<file path="src/rtl/logic_unit_nand_pipe.sv">
// rtl/logic_unit_nand_pipe.sv - two-stage pipelined bitwise logic unit built from 2-input NAND cells
module logic_unit_nand_pipe #(
    parameter int WIDTH = 8,
    parameter int CNT_W = 16
) (
    input  logic             clk,
    input  logic             rst_n,
    input  logic             in_valid,
    output logic             in_ready,
    input  logic [WIDTH-1:0] a,
    input  logic [WIDTH-1:0] b,
    input  logic [2:0]       op,
    output logic             out_valid,
    input  logic             out_ready,
    output logic [WIDTH-1:0] y,
    output logic             zero,
    output logic             ones,
    output logic             op_err,
    output logic [CNT_W-1:0] txn_count
);

    function automatic logic [WIDTH-1:0] nand2(input logic [WIDTH-1:0] x, input logic [WIDTH-1:0] z);
        return ~(x & z);
    endfunction

    logic             s1_valid_q, s1_valid_d;
    logic [WIDTH-1:0] a_q, a_d, b_q, b_d;
    logic [2:0]       op_q, op_d;

    logic             s2_valid_q, s2_valid_d;
    logic [WIDTH-1:0] y_q, y_d;
    logic             zero_q, zero_d, ones_q, ones_d, err_q, err_d;
    logic [CNT_W-1:0] cnt_q, cnt_d;

    logic s2_ready, s1_ready, in_fire, out_fire;

    assign s2_ready = !s2_valid_q || out_ready;
    assign s1_ready = !s1_valid_q || s2_ready;
    assign in_fire  = in_valid && s1_ready;
    assign out_fire = s2_valid_q && out_ready;

    // Gate network evaluated on the stage-1 registers
    logic [WIDTH-1:0] n_ab, n_a, n_b, and_w, or_w, nor_w, x_a, x_b, xor_w, xnor_w;
    logic [WIDTH-1:0] res;

    assign n_ab   = nand2(a_q, b_q);
    assign n_a    = nand2(a_q, a_q);
    assign n_b    = nand2(b_q, b_q);
    assign and_w  = nand2(n_ab, n_ab);
    assign or_w   = nand2(n_a, n_b);
    assign nor_w  = nand2(or_w, or_w);
    assign x_a    = nand2(a_q, n_ab);
    assign x_b    = nand2(b_q, n_ab);
    assign xor_w  = nand2(x_a, x_b);
    assign xnor_w = nand2(xor_w, xor_w);

    always_comb begin
        res = '0;
        case (op_q)
            3'd0:    res = n_a;
            3'd1:    res = and_w;
            3'd2:    res = or_w;
            3'd3:    res = nor_w;
            3'd4:    res = xor_w;
            3'd5:    res = xnor_w;
            3'd6:    res = n_ab;
            default: res = '0;
        endcase
    end

    always_comb begin
        s1_valid_d = s1_valid_q;
        a_d        = a_q;
        b_d        = b_q;
        op_d       = op_q;
        if (s1_ready) begin
            s1_valid_d = in_valid;
        end
        if (in_fire) begin
            a_d  = a;
            b_d  = b;
            op_d = op;
        end
    end

    // Stage 2 only loads when it can hand off its current content, so stalls hold y/flags
    always_comb begin
        s2_valid_d = s2_valid_q;
        y_d        = y_q;
        zero_d     = zero_q;
        ones_d     = ones_q;
        err_d      = err_q;
        if (s2_ready) begin
            s2_valid_d = s1_valid_q;
            if (s1_valid_q) begin
                y_d    = res;
                zero_d = (res == '0);
                ones_d = &res;
                err_d  = (op_q == 3'd7);
            end
        end
    end

    always_comb begin
        cnt_d = cnt_q;
        if (out_fire && (cnt_q != {CNT_W{1'b1}})) begin
            cnt_d = cnt_q + CNT_W'(1);
        end
    end

    always_ff @(posedge clk or negedge rst_n) begin
        if (!rst_n) begin
            s1_valid_q <= 1'b0;
            a_q        <= '0;
            b_q        <= '0;
            op_q       <= '0;
        end else begin
            s1_valid_q <= s1_valid_d;
            a_q        <= a_d;
            b_q        <= b_d;
            op_q       <= op_d;
        end
    end

    always_ff @(posedge clk or negedge rst_n) begin
        if (!rst_n) begin
            s2_valid_q <= 1'b0;
            y_q        <= '0;
            zero_q     <= 1'b0;
            ones_q     <= 1'b0;
            err_q      <= 1'b0;
            cnt_q      <= '0;
        end else begin
            s2_valid_q <= s2_valid_d;
            y_q        <= y_d;
            zero_q     <= zero_d;
            ones_q     <= ones_d;
            err_q      <= err_d;
            cnt_q      <= cnt_d;
        end
    end

    assign in_ready  = s1_ready;
    assign out_valid = s2_valid_q;
    assign y         = y_q;
    assign zero      = zero_q;
    assign ones      = ones_q;
    assign op_err    = err_q;
    assign txn_count = cnt_q;

endmodule

</file>
<file path="config.mk">
export PLATFORM = sky130hd
export DESIGN_NAME = logic_unit_nand_pipe
export DESIGN_NICKNAME = d
export VERILOG_FILES = /design/src/rtl/logic_unit_nand_pipe.sv
export SDC_FILE = /design/constraint.sdc
export NUM_CORES = 1
export LEC_CHECK = 0
export ABC_AREA = 1
export BUFFER_PORTS_ARGS = -buffer_cell sky130_fd_sc_hd__clkbuf_2
export CAP_MARGIN = 20
export CORE_ASPECT_RATIO = 0.7
export CORE_MARGIN = 2
export CORE_UTILIZATION = 45
export DETAILED_ROUTE_END_ITERATION = 8
export HOLD_SLACK_MARGIN = 0.15
export PLACE_DENSITY = 0.67
export RECOVER_POWER = 50
export SLEW_MARGIN = 10
export SYNTH_ARGS = -nofsm -noshare
export SYNTH_HDL_FRONTEND = slang
export SYNTH_SLANG_ARGS = --single-unit
export TNS_END_PERCENT = 30
</file>
<file path="constraint.sdc">
create_clock -name clk -period 2.8 [get_ports clk]
set_clock_uncertainty 0.2 [all_clocks]
set_input_delay 0.28 -clock clk [delete_from_list [all_inputs] [get_ports clk]]
set_output_delay 0.28 -clock clk [all_outputs]
set_load 0.02 [all_outputs]
</file>
==> insert_results.sql <==
INSERT INTO impl_metrics (metric_group, metric, value, unit) VALUES
('clocking', 'insertion_delay', '0.30', 'ns'),
('critical_path', 'endpoint_kind', 'register', ''),
('pwr', 'pwr_per_cell_area', '651', 'nW/µm²'),
('cells_and_area', 'drive_above_1_share', '9.46', '%'),
('synthesis', 'synth_cell_types', '27', ''),
('floorplanning', 'design.die.area', '7130', 'µm²'),
('placement', 'final_replace_weighted_congestion', '0.881', ''),
('critical_path', 'timing.critical_path.from_type', 'register', ''),
('run', 'drv_cap', '0', ''),
('synthesis', 'share_of_yosys_cell_area_claimed_by_the_top_area_cell_type', '41.3', '%'),
('clocking', 'cts_tree', 'done', ''),
('synthesis', 'netlist_instances', '393', ''),
('synthesis', 'netlist_top_cells_area', 'sky130_fd_sc_hd__dfrtp_1 (41%), sky130_fd_sc_hd__nand2_1 (9.9%), sky130_fd_sc_hd__nor2_1 (9.5%)', ''),
('clocking', 'clock_path_buffers', '2', ''),
('global_routing', 'grt_pass1_vias', '2445', ''),
('sta', 'max_clock_freq', '461', 'MHz'),
('critical_path', 'crit_required', '2.84', 'ns'),
('sta', 'setup_tns', '0', 'ns'),
('sta', 'final-max-slew-violation-count', '0', ''),
('sta', 'worstMarginPinSlew', '0.854', 'ns'),
('clocking', 'clock_tree.root_cell', 'sky130_fd_sc_hd__clkbuf_8', ''),
('global_routing', 'grt.overflow.total', '0', ''),
('cells_and_area', 'post_layout_nonfiller_instances', '543', ''),
('placement', 'placed_cell_area', '3230', 'µm²'),
('sta', 'final-hold-violation-count', '0', ''),
('critical_path', 'worst_ep_arrival_time', '2.21', 'ns'),
('drt', 'detailedRoute.firstPassIterationCount', '5', ''),
('min_path', 'hp-class', 'in -> reg', ''),
('sta', 'tightest_slew_margin_relative_to_the_limit', '43.1', '%'),
('drt', 'detail-route-antenna-nets', '0', ''),
('critical_path', 'crit_type', 'reg -> reg', ''),
('synthesis', 'ys_warn_count', '0', ''),
('min_path', 'timing.hold.worst.start', 'in_valid', ''),
('drt', 'postRouteWirelength', '6790', 'µm'),
('cells_and_area', 'final_net_count', '504', ''),
('floorplanning', 'io_pins', '52', ''),
('critical_path', 'critPathMaxFanout', '16', ''),
('sta', 'setup_viol_count_final', '0', ''),
('sta', 'layout_min_cycle_time', '2.17', 'ns'),
('synthesis', 'synth_nets', '433', ''),
('synthesis', 'yosys_reg_bits', '48', ''),
('global_routing', 'groute.usage.overall', '20.3', '%'),
('cells_and_area', 'final_cell_area', '3510', 'µm²'),
('clocking', 'numCtsBuffers', '5', ''),
('cells_and_area', 'postLayoutCoreUtil', '56.3', '%'),
('run_status', 'status', 'finished, final reports clean', ''),
('cells_and_area', 'most_common_library_cell_in_the_layout_ignoring_fill_and_taps', 'sky130_fd_sc_hd__nand2_1', ''),
('cells_and_area', 'antenna-diode-count', '0', ''),
('drt', 'dr.first_iter.drc_count', '220', ''),
('floorplanning', 'chipWidth', '100', 'µm'),
('critical_path', 'worst_setup_startpoint', 'op_q[1]$_DFFE_PN0P_', ''),
('synthesis', 'yosys.area.top_type', 'sky130_fd_sc_hd__dfrtp_1', ''),
('sta', 'final.period_utilization', '77.5', '%'),
('sta', 'hold-worst-slack', '0.285', 'ns'),
('clocking', 'clk_pin_slew_worst_paths', '0.09', 'ns'),
('cells_and_area', 'area_growth_from_synthesis_to_layout', '20.8', '%'),
('global_routing', 'grt_max_degree', '40', ''),
('global_routing', 'wire_length_of_the_first_global_routing_pass', '11600', 'µm'),
('drt', 'vias_per_cell', '5.01', ''),
('floorplanning', 'die-height', '71.3', 'µm'),
('pwr', 'max-vdd-ir-drop', '0.266', 'mV'),
('floorplanning', 'row_count', '24', ''),
('drt', 'dr_total_vias', '2721', ''),
('clocking', 'clkSinkCount', '48', ''),
('placement', 'place.detailed.instances', '514', ''),
('drt', 'drcViolationCount', '0', ''),
('clocking', 'cts_htree_levels', '2', ''),
('global_routing', 'antenna_found_initial', '0', ''),
('placement', 'io_buf_count', '51', ''),
('placement', 'dp.final_hpwl', '4970', 'µm'),
('critical_path', 'rr_startpoint', 'op_q[1]$_DFFE_PN0P_', ''),
('floorplanning', 'core_area', '6250', 'µm²'),
('synthesis', 'syn_area_per_cell', '7.40', 'µm²'),
('floorplanning', 'initial_core_util', '46.6', '%'),
('synthesis', 'synth.cell_area', '2910', 'µm²'),
('drt', 'wire_per_inst', '12.5', 'µm'),
('cells_and_area', 'most_frequent_cells_in_the_layout', 'sky130_fd_sc_hd__nand2_1 (77), sky130_fd_sc_hd__nor2_1 (74), sky130_fd_sc_hd__inv_1 (51), sky130_fd_sc_hd__dfrtp_1 (48), sky130_fd_sc_hd__nand3_1 (38)', ''),
('synthesis', 'synth_seq_area_share', '41.3', '%'),
('sta', 'unrepaired_setup_endpoints_after_global_routing', 'false', ''),
('pwr', 'leakagePower', '1.84', 'nW');
per-layer routing:
metal | share of wire (%) | global-route usage, % | vias up | routed length, µm
met5 | 0 | 0 | - | 0
met3 | 5.9 | 4.00 | 6 | 400
met1 | 52 | 32.1 | 1231 | 3530
met4 | 0.77 | 4.57 | 0 | 52
met2 | 41 | 28.8 | 99 | 2810
li1 | - | - | 1385 | -
final timing paths:
| kind | depth (start not counted) | endpoint | slack (ns) |
|---|---|---|---|
| worst max-delay path | 9 | ones$_DFFE_PN0P_ | 0.63 |
| worst min-delay path | 4 | s1_valid_q$_DFFE_PN0N_ | 0.28 |
| worst max register to register | 9 | ones$_DFFE_PN0P_ | 0.63 |
| worst min register to register | 2 | y[0]$_DFFE_PN0P_ | 0.29 |
| max in group asynchronous | 3 | txn_count[8]$_DFFE_PN0P_ | 0.69 |
| min in group asynchronous | 2 | a_q[6]$_DFFE_PN0P_ | 0.39 |
report_power, final:
| group | leakage, nW | internal, W | switching, W |
|---|---|---|---|
| combinational | 1.20 | 0.000264 | 0.000553 |
| clock | 0.0614 | 0.000292 | 0.000240 |
| sequential | 0.583 | 0.000830 | 0.000109 |
| total | 1.84 | 0.00139 | 0.000903 |
what timing repair did:
action | CTS | global route
buffers inserted | 0 | 0
gates resized for setup | 0 | 0
endpoints found under the hold margin | 34 | 0
hold buffers | 21 | 0
cells by family (layout without fill, tap and decap cells):
family	count (synthesis)	in the layout	share of synthesized area [%]
adder cells (fa/ha/maj)	17	17	7.31
AND/OR/NAND/NOR	214	214	32.0
XOR/XNOR	13	13	3.91
AO/OA/AOI/OAI	34	34	5.94
flip-flops	48	48	41.3
buffers and inverters	67	139	9.50
metrics by stage:
step                power [W]  setup slack (ns)
floorplan             0.00151             0.969
global placement      0.00176             0.767
detailed placement    0.00177             0.717
CTS                   0.00232             0.712
global route          0.00245             0.314
finish                0.00229             0.631
area by class of cell:
type	instances	area [µm²]
Tap cell	78	97.6
Clock inverter	2	38.8
Timing Repair Buffer	77	460
Clock buffer	6	82.6
Inverter	54	203
Multi-Input combinational cell	278	1430
Sequential cell	48	1200
Fill cell	636	2730
registers in the layout, summed over array words and instances, names as in the netlist:
register and cells:
txn_count 16, y 8, zero 1, ones 1, op_err 1, b_q 8, s1_valid_q 1, a_q 8
out_valid 1, op_q 3
worst max-delay path, cell delays in order, from the launching register on:
cell                      delay (ns)
sky130_fd_sc_hd__dfrtp_1        0.55
sky130_fd_sc_hd__nor2_2         0.60
sky130_fd_sc_hd__nand3_1        0.20
sky130_fd_sc_hd__nand2_1        0.12
sky130_fd_sc_hd__nor2_1         0.05
sky130_fd_sc_hd__nand3_1        0.09
sky130_fd_sc_hd__nand3_1        0.09
sky130_fd_sc_hd__nor2_1         0.10
sky130_fd_sc_hd__nand2_1        0.06
sky130_fd_sc_hd__nand2_1        0.05
cells in the mapped netlist (all sizes together):
library cell	n
a21oi	22
ha	17
xnor2	5
nand4	13
dfrtp	48
clkbuf	3
nand2	78
nor2	76
xor2	8
nor3	5
nor4	1
nand3b	1
inv	54
buf	10
o21ai	10
a31oi	2
nand3	40
(Power assumes the default switching activity.)
